$ cat src/rtl/placer_pkg.sv
// Shared types for the shelf placement engine: FSM states, placement modes,
// the shelf record and the strike sentinel.
package placer_pkg;

  typedef enum logic [1:0] {
    ST_IDLE   = 2'd0,
    ST_SCAN   = 2'd1,
    ST_DECIDE = 2'd2,
    ST_RESP   = 2'd3
  } state_e;

  localparam logic MODE_FIRST = 1'b0;
  localparam logic MODE_BEST  = 1'b1;

  // Shelf fields are stored wide enough for any practical board and narrowed by users.
  localparam int unsigned COORD_W = 16;
  typedef logic [COORD_W-1:0] coord_t;

  typedef struct packed {
    coord_t base_y;
    coord_t sh;
    coord_t fx;
  } shelf_t;

  function automatic coord_t strike_sentinel(input int unsigned idx_w);
    return coord_t'((64'd1 << idx_w) - 64'd1);
  endfunction

endpackage

$ cat src/rtl/placer_shelf_table.sv
// Shelf register file: one combinational read port for the scan, one fill
// update or shelf append per cycle, and a synchronous clear.
module placer_shelf_table
  import placer_pkg::*;
#(
  parameter int unsigned N_SHELF = 8,
  parameter int unsigned AW      = (N_SHELF > 1) ? $clog2(N_SHELF) : 1,
  parameter int unsigned UW      = $clog2(N_SHELF + 1)
) (
  input  logic          clk_i,
  input  logic          rst_ni,
  input  logic          clr_i,
  input  logic [AW-1:0] rd_idx_i,
  output shelf_t        rd_shelf_o,
  input  logic          upd_en_i,
  input  logic [AW-1:0] upd_idx_i,
  input  coord_t        upd_fx_i,
  input  logic          app_en_i,
  input  coord_t        app_sh_i,
  input  coord_t        app_fx_i,
  output logic [UW-1:0] used_o,
  output coord_t        next_y_o
);

  shelf_t        shelves_q [N_SHELF];
  shelf_t        shelves_d [N_SHELF];
  logic [UW-1:0] used_q, used_d;
  coord_t        next_y_q, next_y_d;

  always_comb begin
    shelves_d = shelves_q;
    used_d    = used_q;
    next_y_d  = next_y_q;
    if (clr_i) begin
      used_d   = '0;
      next_y_d = '0;
    end else if (upd_en_i) begin
      shelves_d[upd_idx_i].fx = upd_fx_i;
    end else if (app_en_i) begin
      shelves_d[AW'(used_q)] = '{base_y: next_y_q, sh: app_sh_i, fx: app_fx_i};
      used_d   = used_q + UW'(1);
      next_y_d = next_y_q + app_sh_i;
    end
  end

  always_ff @(posedge clk_i or negedge rst_ni) begin
    if (!rst_ni) begin
      shelves_q <= '{default: '0};
      used_q    <= '0;
      next_y_q  <= '0;
    end else begin
      shelves_q <= shelves_d;
      used_q    <= used_d;
      next_y_q  <= next_y_d;
    end
  end

  assign rd_shelf_o = shelves_q[rd_idx_i];
  assign used_o     = used_q;
  assign next_y_o   = next_y_q;

endmodule

$ cat src/rtl/placer_shelf_engine.sv
// Shelf-packing placement engine: scans every shelf once per request, then
// places on a fitting shelf, opens a new one, or strikes.
//
// state  | meaning
// IDLE   | ready for a request
// SCAN   | one shelf per cycle, tracking the first/best candidate
// DECIDE | pick result, update the shelf table and strike count
// RESP   | hold result until the consumer takes it
module placer_shelf_engine
  import placer_pkg::*;
#(
  parameter int unsigned BOARD_W  = 128,
  parameter int unsigned BOARD_H  = 128,
  parameter int unsigned N_SHELF  = 8,
  parameter int unsigned DIM_W    = 5,
  parameter int unsigned IDX_W    = 8,
  parameter int unsigned STRIKE_W = 4
) (
  input  logic                clk_i,
  input  logic                rst_ni,
  input  logic                clr_i,
  input  logic                in_valid_i,
  output logic                in_ready_o,
  input  logic [DIM_W-1:0]    height_i,
  input  logic [DIM_W-1:0]    width_i,
  input  logic                mode_i,
  output logic                out_valid_o,
  input  logic                out_ready_i,
  output logic [IDX_W-1:0]    index_x_o,
  output logic [IDX_W-1:0]    index_y_o,
  output logic                strike_flag_o,
  output logic [STRIKE_W-1:0] strike_o
);

  localparam int unsigned EW = IDX_W + 1;
  localparam int unsigned AW = (N_SHELF > 1) ? $clog2(N_SHELF) : 1;
  localparam int unsigned UW = $clog2(N_SHELF + 1);
  localparam logic [AW-1:0]    K_LAST     = AW'(N_SHELF - 1);
  localparam logic [EW-1:0]    BW_E       = EW'(BOARD_W);
  localparam logic [EW-1:0]    BH_E       = EW'(BOARD_H);
  localparam logic [IDX_W-1:0] IDX_STRIKE = IDX_W'(strike_sentinel(IDX_W));

  state_e               state_q, state_d;
  logic [AW-1:0]        k_q, k_d;
  logic [DIM_W-1:0]     h_q, h_d, w_q, w_d;
  logic                 mode_q, mode_d;
  logic                 found_q, found_d;
  logic [AW-1:0]        best_k_q, best_k_d;
  logic [EW-1:0]        best_slack_q, best_slack_d;
  logic [EW-1:0]        best_x_q, best_x_d, best_y_q, best_y_d;
  logic                 in_ready_q, in_ready_d;
  logic                 out_valid_q, out_valid_d;
  logic [IDX_W-1:0]     idx_x_q, idx_x_d, idx_y_q, idx_y_d;
  logic                 strike_flag_q, strike_flag_d;
  logic [STRIKE_W-1:0]  strike_q, strike_d;

  shelf_t        rd_shelf;
  logic [UW-1:0] used;
  coord_t        next_y;
  logic          upd_en, app_en;
  coord_t        upd_fx, app_sh, app_fx;

  logic [EW-1:0] sh_e, fx_e, by_e, h_e, w_e, ny_e, slack;
  logic          fit, take, zero_dim, can_open;

  placer_shelf_table #(
    .N_SHELF (N_SHELF),
    .AW      (AW),
    .UW      (UW)
  ) u_table (
    .clk_i      (clk_i),
    .rst_ni     (rst_ni),
    .clr_i      (clr_i),
    .rd_idx_i   (k_q),
    .rd_shelf_o (rd_shelf),
    .upd_en_i   (upd_en),
    .upd_idx_i  (best_k_q),
    .upd_fx_i   (upd_fx),
    .app_en_i   (app_en),
    .app_sh_i   (app_sh),
    .app_fx_i   (app_fx),
    .used_o     (used),
    .next_y_o   (next_y)
  );

  always_comb begin
    sh_e     = EW'(rd_shelf.sh);
    fx_e     = EW'(rd_shelf.fx);
    by_e     = EW'(rd_shelf.base_y);
    h_e      = EW'(h_q);
    w_e      = EW'(w_q);
    ny_e     = EW'(next_y);
    slack    = sh_e - h_e;
    fit      = (UW'(k_q) < used) && (sh_e >= h_e) && ((fx_e + w_e) <= BW_E);
    // Strict '<' keeps the lowest shelf on best-fit ties.
    take     = fit && (!found_q || ((mode_q == MODE_BEST) && (slack < best_slack_q)));
    zero_dim = (h_q == '0) || (w_q == '0);
    can_open = (used < UW'(N_SHELF)) && ((ny_e + h_e) <= BH_E) && (w_e <= BW_E);
  end

  always_comb begin
    state_d       = state_q;
    k_d           = k_q;
    h_d           = h_q;
    w_d           = w_q;
    mode_d        = mode_q;
    found_d       = found_q;
    best_k_d      = best_k_q;
    best_slack_d  = best_slack_q;
    best_x_d      = best_x_q;
    best_y_d      = best_y_q;
    out_valid_d   = out_valid_q;
    idx_x_d       = idx_x_q;
    idx_y_d       = idx_y_q;
    strike_flag_d = strike_flag_q;
    strike_d      = strike_q;
    upd_en        = 1'b0;
    app_en        = 1'b0;
    upd_fx        = coord_t'(best_x_q + w_e);
    app_sh        = coord_t'(h_e);
    app_fx        = coord_t'(w_e);

    unique case (state_q)
      ST_IDLE: begin
        if (in_valid_i) begin
          h_d     = height_i;
          w_d     = width_i;
          mode_d  = mode_i;
          k_d     = '0;
          found_d = 1'b0;
          state_d = ST_SCAN;
        end
      end
      ST_SCAN: begin
        if (take) begin
          found_d      = 1'b1;
          best_k_d     = k_q;
          best_slack_d = slack;
          best_x_d     = fx_e;
          best_y_d     = by_e;
        end
        if (k_q == K_LAST) state_d = ST_DECIDE;
        else               k_d     = k_q + AW'(1);
      end
      ST_DECIDE: begin
        out_valid_d = 1'b1;
        state_d     = ST_RESP;
        if (zero_dim || (!found_q && !can_open)) begin
          idx_x_d       = IDX_STRIKE;
          idx_y_d       = IDX_STRIKE;
          strike_flag_d = 1'b1;
          if (strike_q != '1) strike_d = strike_q + STRIKE_W'(1);
        end else if (found_q) begin
          idx_x_d       = IDX_W'(best_x_q);
          idx_y_d       = IDX_W'(best_y_q);
          strike_flag_d = 1'b0;
          upd_en        = !clr_i;
        end else begin
          idx_x_d       = '0;
          idx_y_d       = IDX_W'(ny_e);
          strike_flag_d = 1'b0;
          app_en        = !clr_i;
        end
      end
      ST_RESP: begin
        if (out_ready_i) begin
          out_valid_d = 1'b0;
          state_d     = ST_IDLE;
        end
      end
      default: state_d = ST_IDLE;
    endcase

    if (clr_i) begin
      state_d     = ST_IDLE;
      out_valid_d = 1'b0;
      strike_d    = '0;
      found_d     = 1'b0;
    end
    in_ready_d = (state_d == ST_IDLE);
  end

  always_ff @(posedge clk_i or negedge rst_ni) begin
    if (!rst_ni) begin
      state_q       <= ST_IDLE;
      k_q           <= '0;
      h_q           <= '0;
      w_q           <= '0;
      mode_q        <= MODE_FIRST;
      found_q       <= 1'b0;
      best_k_q      <= '0;
      best_slack_q  <= '0;
      best_x_q      <= '0;
      best_y_q      <= '0;
      in_ready_q    <= 1'b1;
      out_valid_q   <= 1'b0;
      idx_x_q       <= '0;
      idx_y_q       <= '0;
      strike_flag_q <= 1'b0;
      strike_q      <= '0;
    end else begin
      state_q       <= state_d;
      k_q           <= k_d;
      h_q           <= h_d;
      w_q           <= w_d;
      mode_q        <= mode_d;
      found_q       <= found_d;
      best_k_q      <= best_k_d;
      best_slack_q  <= best_slack_d;
      best_x_q      <= best_x_d;
      best_y_q      <= best_y_d;
      in_ready_q    <= in_ready_d;
      out_valid_q   <= out_valid_d;
      idx_x_q       <= idx_x_d;
      idx_y_q       <= idx_y_d;
      strike_flag_q <= strike_flag_d;
      strike_q      <= strike_d;
    end
  end

  assign in_ready_o    = in_ready_q;
  assign out_valid_o   = out_valid_q;
  assign index_x_o     = idx_x_q;
  assign index_y_o     = idx_y_q;
  assign strike_flag_o = strike_flag_q;
  assign strike_o      = strike_q;

endmodule

$ cat config.mk
export PLATFORM = sky130hd
export DESIGN_NAME = placer_shelf_engine
export DESIGN_NICKNAME = d
export VERILOG_FILES = /design/src/rtl/placer_pkg.sv /design/src/rtl/placer_shelf_table.sv /design/src/rtl/placer_shelf_engine.sv
export SDC_FILE = /design/constraint.sdc
export NUM_CORES = 1
export LEC_CHECK = 0
export BUFFER_PORTS_ARGS = -buffer_cell sky130_fd_sc_hd__buf_2
export CAP_MARGIN = 20
export CORE_AREA = 2 2 166 168
export DETAILED_ROUTE_END_ITERATION = 6
export DIE_AREA = 0 0 168 170
export PLACE_DENSITY = 0.78
export SETUP_SLACK_MARGIN = 0.05
export SLEW_MARGIN = 10
export SYNTH_ARGS = -nofsm -noshare
export SYNTH_HDL_FRONTEND = slang
export SYNTH_SLANG_ARGS = --single-unit
$ cat constraint.sdc
create_clock -name clk_i -period 6.5 [get_ports clk_i]
set_input_delay 0.325 -clock clk_i [delete_from_list [all_inputs] [get_ports clk_i]]
set_output_delay 0.325 -clock clk_i [all_outputs]
set_load 0.03 [all_outputs]
==> impl_metrics.csv <==
group,metric,value,unit
layout,antennaDiodeCount,0,
critical_path,crit_path_end_kind,"flop",
synthesis,avgSynthCellArea,11.34,µm²
layout,fillerInstances,2187,
critical_path,required,6.92,ns
synthesis,ys_seq_elements,258,
synthesis,yosysWarningCount,0,
timing,worstMarginPinSlew,1.131,ns
route,routed_wl,33.34,mm
synthesis,synthCells,1167,
power_and_ir_drop,peakVddDrop,0.2467,mV
grt,grt_pass1_vias,9945,
power_and_ir_drop,power_frac_seq,45.4,%
critical_path,crit_chain,"buf_4 > mux4_2 > mux2_2 > ha_1 > fa_1 > nand3_1 > a21oi_1 > o2111ai_1 > xnor2_1 > o2111ai_1 > nor3_2 > buf_4 > mux2_2",
cts,max-clock-path-buffers,3,
synthesis,yosysUniqueCellTypes,79,
critical_path,timing.rr.start,"k_q[0]$_DFFE_PN0P_",
route,drc,0,
layout,fin_nets,1239,
critical_path,critPathSlowestCell,"dfrtp_2",
power_and_ir_drop,p_per_area,270.1,mW/mm²
timing,finalMaxSlewViolations,0,
cts,cts.htree.levels,1,
timing,fin_crit,4.746,ns
timing,setup_viol,0,
synthesis,synth_area,0.01323,mm²
run_status,outcome,"complete, no violations",
critical_path,reg2reg_to,"best_y_q[0]$_DFFE_PN0P_",
route,wl_per_cell,21.60,µm
synthesis,syn_nets,1224,
route,firstDrtPassIters,5,
layout,area_growth,10.85,%
critical_path,criticalPathCategory,"reg2reg",
power_and_ir_drop,p_switching,1125,µW
min_path,worstHoldEndpoint,"w_q[3]$_DFFE_PN0P_",
timing,relSlewSlack,24.02,%
cts,clockRootBuffer,"clkbuf_16",
timing,fin_ws,1.754,ns
die,dieArea,0.02856,mm²
critical_path,crit_family,"multiplexers",
power_and_ir_drop,sw_frac_of_total,28.40,%
die,dieWidth,168,µm
power_and_ir_drop,pwr-share-comb,15.1,%
synthesis,synthArstFlopShare,100.0,%
die,coreArea,0.02665,mm²
route,via_count,9727,
critical_path,rrSetupSlack,1.75,ns
cts,clock_sinks,258,
critical_path,crit_path_start_kind,"flop",
placement,gp_congestion,0.9031,
critical_path,crit_buf_inv,2,
critical_path,reg2reg_depth,13,
flow_run,cap_violations,0,
timing,rsz0062_at_grt,"no",
timing,min_period_over_period,73.02,%
die,die_h,170,µm
grt,grt_overflow,0,
die,fp-row-count,60,
layout,drive_gt1_share,22.61,%
timing,max_clock_freq,210.7,MHz
die,io_pins,39,
cts,clk_latency,0.55,ns
route,via_per_inst,6.300,
min_path,whs_path_depth,2,
synthesis,synth.yosys.seq_area_share,48.81,%
grt,grt_max_degree,131,
placement,place_ws,1.758,ns
critical_path,critPathMaxFanout,30,
cts,cts_tree,"yes",
die,initial_core_util,49.64,%
critical_path,crit_path_max_incr_delay,0.73,ns
placement,place_hpwl,21.46,mm
power_and_ir_drop,internal_power,2836,µW
synthesis,synth_flop_cell,"dfrtp_1",
route,drt_iter0_drc,963,
cts,cts_resized,0,
power_and_ir_drop,pwr-share-clk,39.5,%
timing,finClkSkew,0.01667,ns
grt,grt_pass1_wl,53.95,mm
timing,tns,0,ns
timing,hold_violations,0,
synthesis,synth_edf_count,0,
cts,path_clk_slew,0.06,ns
route,ant_nets,0,
grt,grt_antenna_before_repair,0,
grt,grt_usage,23.94,%
critical_path,crit_arrival,5.17,ns
placement,portBuffers,38,
power_and_ir_drop,leakagePower,0.006748,µW
cts,cts_made_buffers,28,
min_path,hold_class,"in2reg",
min_path,worstHoldStart,"width_i[3]",
stage by stage:
step	instance area, µm²	hold slack (ns)	instances	util (%)	power (µW)
2_1_floorplan	13230	0.02941	1167	-	2217
3_3_place_gp	13680	0.4487	1485	51.34	2399
3_5_place_dp	13680	0.4554	1485	51.34	2418
4_1_cts	14670	0.0006665	1544	55.03	3982
5_1_grt	14670	0.02008	1544	55.03	4117
6_report	14670	0.01185	1544	55.03	3961
power by group through the flow:
stage | registers, µW | clock network, µW | logic, µW
2_1_floorplan | 1800 | 0 | 413
3_3_place_gp | 1820 | 0 | 577
3_5_place_dp | 1830 | 0 | 593
4_1_cts | 1800 | 1580 | 601
5_1_grt | 1810 | 1640 | 664
6_report | 1800 | 1560 | 598
final cells by class:
cell class	count	area, µm²	share of cell area [%]
clock inverter	14	107.6	0.7337
inverter	27	101.3	0.6911
sequential	258	6460	44.05
timing repair buffer	61	405.4	2.764
clock buffer	37	795.8	5.426
multi-input combinational	806	6369	43.43
tap	341	426.7	2.909
timing repair:
item,CTS,global route
buffers inserted,0,0
hold buffers,8,0
endpoints found under the hold margin,135,0
state kept, by name (all words and copies together), names as in the netlist:
register,flops
index_x_o,8
index_y_o,8
found_q,1
best_slack_q,9
strike_flag_o,1
state_q,2
k_q,3
out_valid_o,1
mode_q,1
best_y_q,8
best_k_q,3
u_table.next_y_o,9
strike_o,4
h_q,5
best_x_q,9
u_table.used_o,4
in_ready_o,1
u_table.shelves_q,176
w_q,5
worst max path at each step:
stage / depth (start not counted) / start / to / slack [ns]
floorplan: 19 / k_q[0]$_DFFE_PN0P_ / best_k_q[0]$_DFFE_PN0P_ / 1.47
global placement: 12 / k_q[0]$_DFFE_PN0P_ / best_y_q[1]$_DFFE_PN0P_ / 1.90
detailed placement: 12 / k_q[0]$_DFFE_PN0P_ / best_slack_q[3]$_DFFE_PN0P_ / 1.76
CTS: 13 / k_q[0]$_DFFE_PN0P_ / best_y_q[0]$_DFFE_PN0P_ / 1.72
global route: 13 / k_q[0]$_DFFE_PN0P_ / best_y_q[3]$_DFFE_PN0P_ / 1.49
finish: 13 / k_q[0]$_DFFE_PN0P_ / best_y_q[0]$_DFFE_PN0P_ / 1.75
layer usage:
metal / vias up / wire length [µm] / track usage [%]
met5: - / 0 / 0
met4: 0 / 1487 / 11.76
met3: 113 / 2333 / 3.744
met2: 420 / 15610 / 38.07
met1: 4891 / 13910 / 32.33
li1: 4303 / - / -
cell usage after synthesis, drive strengths merged, types with 9 or more instances:
cell type | instances | share of area, %
ha | 36 | 3.4
buf | 28 | 1.0
clkbuf | 48 | 1.4
mux4 | 44 | 7.5
nand3 | 37 | 1.4
dfrtp | 257 | 49
o21ai | 118 | 4.5
mux2 | 111 | 9.4
a22o | 13 | 0.86
a21o | 13 | 0.74
nand2 | 161 | 4.6
o22a | 9 | 0.60
mux2i | 20 | 1.5
inv | 23 | 0.65
o211ai | 9 | 0.83
nor3 | 11 | 0.42
nor2 | 36 | 1.0
a21oi | 36 | 1.4
a2bb2oi | 27 | 1.8
cells by family (layout without fill, tap and decap cells):
logic type	after synthesis	count (layout)	synth area share, %
XOR/XNOR	15	15	0.9930
AND/OR/NAND/NOR	292	292	9.836
buffers and inverters	103	139	3.178
multiplexers	175	175	18.45
AO/OA/AOI/OAI	283	283	14.57
flip-flops	258	258	48.81
adder cells (fa/ha/maj)	41	41	4.161
placed cells by master, fill, tap and decap left out, drive strengths merged, types with 4 or more instances in the layout:
| master | count |
|---|---|
| a211o | 6 |
| a211oi | 4 |
| a21o | 13 |
| a21oi | 36 |
| a22o | 13 |
| a2bb2oi | 27 |
| and2 | 4 |
| and3 | 6 |
| buf | 53 |
| clkbuf | 37 |
| clkinv | 14 |
| dfrtp | 257 |
| dlygate4sd3 | 8 |
| fa | 5 |
| ha | 36 |
| inv | 25 |
| mux2 | 111 |
| mux2i | 20 |
| mux4 | 44 |
| nand2 | 161 |
| nand2b | 5 |
| nand3 | 37 |
| nand4 | 7 |
| nor2 | 36 |
| nor2b | 7 |
| nor3 | 11 |
| nor3b | 4 |
| o2111ai | 4 |
| o211ai | 9 |
| o21a | 4 |
| o21ai | 118 |
| o22a | 9 |
| o22ai | 5 |
| o31ai | 7 |
| or3 | 5 |
| xnor2 | 8 |
| xor2 | 7 |
worst reg2reg max path: stages, from the launching register on:
cell       delay, ns
dfrtp_2         0.73
buf_4           0.62
mux4_2          0.60
mux2_2          0.30
ha_1            0.24
fa_1            0.42
nand3_1         0.12
a21oi_1         0.09
o2111ai_1       0.24
xnor2_1         0.16
o2111ai_1       0.15
nor3_2          0.17
buf_4           0.36
mux2_2          0.41
Power figures use the tool's default switching activity.
